File: config.mk
export PLATFORM = sky130hd
export DESIGN_NAME = dmem_responder
export DESIGN_NICKNAME = d
export VERILOG_FILES = /design/src/rtl/dmem_responder.sv
export SDC_FILE = /design/constraint.sdc
export NUM_CORES = 2
export LEC_CHECK = 0
export CELL_PAD_IN_SITES_DETAIL_PLACEMENT = 0
export CELL_PAD_IN_SITES_GLOBAL_PLACEMENT = 1
export CORE_AREA = 2 2 249 349
export CTS_BUF_LIST = sky130_fd_sc_hd__clkbuf_16
export CTS_CLUSTER_SIZE = 8
export DETAILED_ROUTE_END_ITERATION = 6
export DIE_AREA = 0 0 251 351
export PLACE_DENSITY = 0.88
export SYNTH_ARGS = -nofsm -noshare
export SYNTH_HDL_FRONTEND = slang
export SYNTH_SLANG_ARGS = --single-unit
export TNS_END_PERCENT = 1
File: constraint.sdc
create_clock -name Clock -period 3.9 [get_ports Clock]
set_clock_uncertainty 0.1 [all_clocks]
set_input_delay 0.39 -clock Clock [delete_from_list [all_inputs] [get_ports Clock]]
set_output_delay 0.39 -clock Clock [all_outputs]
set_load 0.01 [all_outputs]
File: src/rtl/dmem_responder.sv
// ----------------------------------------------------------------------------
// dmem_responder
//
// Memory-side responder for the MEM stage of the pipelined CPU. It accepts one
// request at a time over a valid/ready handshake. Each request is held for
// LATENCY wait states. The responder then commits a byte-enabled write or
// returns read data with a single-cycle response strobe. While a request is
// outstanding it drives a stall that holds the pipeline.
//
// Parameters
//   LATENCY     wait-state cycles between acceptance and response (0..15)
//   DEPTH_LOG2  word-address width; array holds 2**DEPTH_LOG2 32-bit words
//
// Ports
//   Clock       in   single clock, rising edge
//   Resetn      in   synchronous reset, active HIGH despite the legacy name
//   req_valid   in   MEM stage has a request (held until the response cycle)
//   req_we      in   1 = write, 0 = read
//   req_addr    in   word address
//   req_wdata   in   write data
//   req_be      in   write byte enables, bit i -> bits [8i+7:8i]
//   req_ready   out  request can be accepted this cycle (IDLE only)
//   resp_valid  out  one-cycle completion strobe
//   resp_rdata  out  read data, held until the next read completes
//   mem_stall   out  pipeline hold: req_valid && !resp_valid
// ----------------------------------------------------------------------------
module dmem_responder #(
    parameter int unsigned LATENCY    = 2,
    parameter int unsigned DEPTH_LOG2 = 5
) (
    input  logic                  Clock,
    input  logic                  Resetn,
    input  logic                  req_valid,
    input  logic                  req_we,
    input  logic [DEPTH_LOG2-1:0] req_addr,
    input  logic [31:0]           req_wdata,
    input  logic [3:0]            req_be,
    output logic                  req_ready,
    output logic                  resp_valid,
    output logic [31:0]           resp_rdata,
    output logic                  mem_stall
);

    localparam int unsigned DEPTH   = 1 << DEPTH_LOG2;
    localparam logic [3:0]  LAT_CNT = 4'(LATENCY);

    typedef enum logic [1:0] {
        IDLE,
        WAIT,
        RESP
    } state_t;

    state_t                state;
    state_t                state_next;
    logic [3:0]            counter;
    logic [3:0]            counter_next;
    logic                  accept;
    logic                  commit;

    logic                  cap_we;
    logic [DEPTH_LOG2-1:0] cap_addr;
    logic [31:0]           cap_wdata;
    logic [3:0]            cap_be;

    logic                  op_we;
    logic [DEPTH_LOG2-1:0] op_addr;
    logic [31:0]           op_wdata;
    logic [3:0]            op_be;

    logic [31:0]           mem [DEPTH];

    // Next-state and handshake logic
    always_comb begin
        state_next   = state;
        counter_next = counter;
        accept       = 1'b0;
        case (state)
            IDLE: begin
                if (req_valid) begin
                    accept = 1'b1;
                    if (LATENCY == 0) begin
                        state_next = RESP;
                    end else begin
                        state_next   = WAIT;
                        counter_next = LAT_CNT;
                    end
                end
            end
            WAIT: begin
                counter_next = counter - 4'd1;
                if (counter == 4'd1) begin
                    state_next = RESP;
                end
            end
            RESP: begin
                state_next = IDLE;
            end
            default: begin
                state_next = IDLE;
            end
        endcase
    end

    // The memory operation happens on the edge that enters RESP.
    assign commit = (state_next == RESP) && (state != RESP);

    // With LATENCY=0 the commit edge is also the accept edge. In that case
    // the capture registers are not loaded yet, so the live request is used.
    assign op_we    = (state == IDLE) ? req_we    : cap_we;
    assign op_addr  = (state == IDLE) ? req_addr  : cap_addr;
    assign op_wdata = (state == IDLE) ? req_wdata : cap_wdata;
    assign op_be    = (state == IDLE) ? req_be    : cap_be;

    always_ff @(posedge Clock) begin
        if (Resetn) begin
            state      <= IDLE;
            counter    <= '0;
            cap_we     <= 1'b0;
            cap_addr   <= '0;
            cap_wdata  <= '0;
            cap_be     <= '0;
            resp_rdata <= '0;
            for (int unsigned i = 0; i < DEPTH; i++) begin
                mem[DEPTH_LOG2'(i)] <= '0;
            end
        end else begin
            state   <= state_next;
            counter <= counter_next;
            if (accept) begin
                cap_we    <= req_we;
                cap_addr  <= req_addr;
                cap_wdata <= req_wdata;
                cap_be    <= req_be;
            end
            if (commit) begin
                if (op_we) begin
                    for (int unsigned b = 0; b < 4; b++) begin
                        if (op_be[b]) begin
                            mem[op_addr][8*b +: 8] <= op_wdata[8*b +: 8];
                        end
                    end
                end else begin
                    resp_rdata <= mem[op_addr];
                end
            end
        end
    end

    assign req_ready  = (state == IDLE);
    assign resp_valid = (state == RESP);
    assign mem_stall  = req_valid && !resp_valid;

endmodule

==> metrics <==
status complete, no violations; Final setup viols 0; GPL Wtd Cong slightly above 0.9; DRT Pass-1 Iters 6; CP arrival 4.11 ns; met3 WL approximately 11,000 µm; critical path fanouts, max 35; post-synth top area cell edfxtp_1; ys flop type edfxtp_1; die area 88,100 µm²; vias post-DR 32,447; # IOs 80; Worst Tran Pin Value 0.963 ns; cell with the most instances after synthesis nor2_1; Synth Cell Area 46,300 µm²; H-tree levels 4; initial antenna violation count 2; grt total ovfl 0; IO Port Bufs 79; Mean Syn Cell Area roughly 12 µm²; Final ANT Viol Nets 0; fmax around 280 MHz; Syn-to-layout area delta 16.6%; Final Hold Fails 0; final WL 129,000 µm; Crit Path Category reg -> reg; metal1 wirelength 45,400 µm; post-synthesis async set-or-reset flop share 0%; flops & latches, synth 1,104; number of synthesized flops with an enable pin 1,024; register area share after synthesis 69.9%; Yosys Warn Count 0; clock buffer depth 3; layout cells sized above 1 a little over a tenth; Leakage 19.1 nW; largest net degree at the start of global routing 74; Site Rows 127; Worst Hold Class in -> reg; GRT Total Usage 29.3%; TritonCTS clock tree built; FF/Latch Area around 32,000 µm²; Final #Nets 3,925; Top Metal Used met5; Die H 351 µm; Tmin final 3.61 ns; Worst IR Drop VDD 464 µV; WP data required 4.39 ns; Placeable Area around 85,000 µm²; Final Power 28.6 mW; Vias/cell 6.36; Final period util a little over 90%; compound-cell area share of the yosys netlist 12.3%; Post-Synthesis Net Count 3,804; Sink Count 1,104; total CTS buffers 156; Post-CTS Setup Inserts 0; max-cap viol count 0; dominant cells by area after synthesis edfxtp_1, nor2_1, a221oi_1, a22o_1, dfxtp_1; Worst-Skew Late Latency 0.76 ns; crit path capture type flop; DRC errors left 0; first-pass GRT wire length a little under 200,000 µm; P per Cell Area about 530 nW/µm²; routed wl met2 66,000 µm; Post-Syn Instances ~3,800; Worst setup SP type flop; main combinational cell family by area after synthesis simple AND/OR/NAND/NOR gates; Yosys top cell area share 66.4%; post-CTS sizing 0; Slew Limit Fails 0; CTS Root Cell clkbuf_16; clk slew on worst S/H paths 0.05 ns; post-synthesis adder-cell area fraction 0.0541%; area of the multi-input gates 13,000 µm²; unrepaired setup endpoints after global routing false; relative slew slack between 30% and 40%; Filler cells roughly 6,300; Post-Synth XOR/XNOR Area 0.0189%; Hold WS 0.160 ns; WL per Instance 25.3 µm; vias in the first global route 32,162; Post-Synth Simple-Gate Area around 14%; Distinct cells, synth 42; Commonest cells post-synth nor2_1, edfxtp_1, nand2_1; drt initial violations 3,865; Die W 251 µm; setup TNS 0 ns; dpl hpwl 80,300 µm; mux contribution to synthesized area less than 1%; starting density of the core 54.3%
stage by stage:
step                cells  setup slack, ns  instance area, µm²  util (%)
floorplan            3757             1.29               46300         -
global placement     4815            0.152               49300      57.9
detailed placement   4815            0.137               49300      57.9
CTS                  5099            0.312               54000      63.4
global route         5099            0.164               54000      63.4
finish               5101            0.287               54000      63.4
flip-flops by register name, indices dropped and copies added, names as in the netlist:
signal and count:
mem 1024, cap_wdata 32, resp_rdata 32, cap_addr 5
cap_be 4, counter 4, state 2, cap_we 1
worst paths after layout:
check	endpoint	slack (ns)	cells past startpoint	startpoint
worst max register to register	resp_rdata[23]	0.29	10	state[1]
worst min register to register	cap_be[0]	0.36	2	cap_be[0]
worst max-delay path	resp_rdata[23]	0.29	10	state[1]
worst min-delay path	cap_be[3]	0.16	3	req_be[3]
timing repair:
item | CTS | global route
hold buffers | 1 | 0
endpoints found under the setup margin | 0 | 0
endpoints found under the hold margin | 5 | 0
routing by layer:
layer  track usage [%]  vias up
met5                 0        -
met2              51.2     1867
met3              5.37      415
met1              34.9    15947
met4              14.8        2
li1                  -    14216
cells by family after synthesis:
family                   count (synthesis)
flip-flops                            1104
AO/OA/AOI/OAI                          734
XOR/XNOR                                 1
AND/OR/NAND/NOR                       1575
adder cells (fa/ha/maj)                  2
buffers and inverters                  308
multiplexers                            33
worst max-delay path, cell delays in order (launching register included):
cell and delay [ns]:
dfxtp_1 0.38, or2_1 0.32, inv_6 0.29, o21ai_4 0.28, buf_12 0.26, a22o_1 0.27, a221oi_1 0.37, o22ai_1 0.21
nor4_1 0.66, buf_4 0.21, a311oi_1 0.07
cell usage in the layout (no fill, tap or decap), types with 6 or more instances in the layout:
cell | netlist | routed
buf_4 | 11 | 158
clkbuf_16 | 0 | 166
inv_1 | 3 | 113
nand2_1 | 272 | 271
nor2_1 | 1071 | 1067
buf_12 | 0 | 29
a21oi_1 | 79 | 79
nand2_2 | 8 | 9
nand3_1 | 18 | 18
o22ai_1 | 95 | 95
a22oi_1 | 130 | 130
a311oi_1 | 31 | 31
nor3_1 | 8 | 6
and3_1 | 10 | 10
nor4_1 | 31 | 31
a22o_1 | 191 | 191
nand2b_1 | 134 | 133
mux2i_4 | 1 | 33
edfxtp_1 | 1024 | 1024
dfxtp_1 | 80 | 80
a221oi_1 | 192 | 192
clkdlybuf4s50_1 | 0 | 78
nor2_2 | 6 | 7
layout make-up:
cell class	instances	share of cell area, %
Antenna cell	2	0.00927
Clock buffer	166	7.70
Clock inverter	117	0.881
Inverter	4	0.0371
Multi-Input combinational cell	2345	24.1
Sequential cell	1104	59.9
Tap cell	1096	2.54
Timing Repair Buffer	267	4.76
report_power, final:
group	switching [mW]	total [mW]	internal [mW]
clock	4.90	12.4	7.54
sequential	0.170	13.5	13.3
combinational	1.88	2.70	0.818
total	6.95	28.6	21.7
Power figures use the tool's default switching activity.
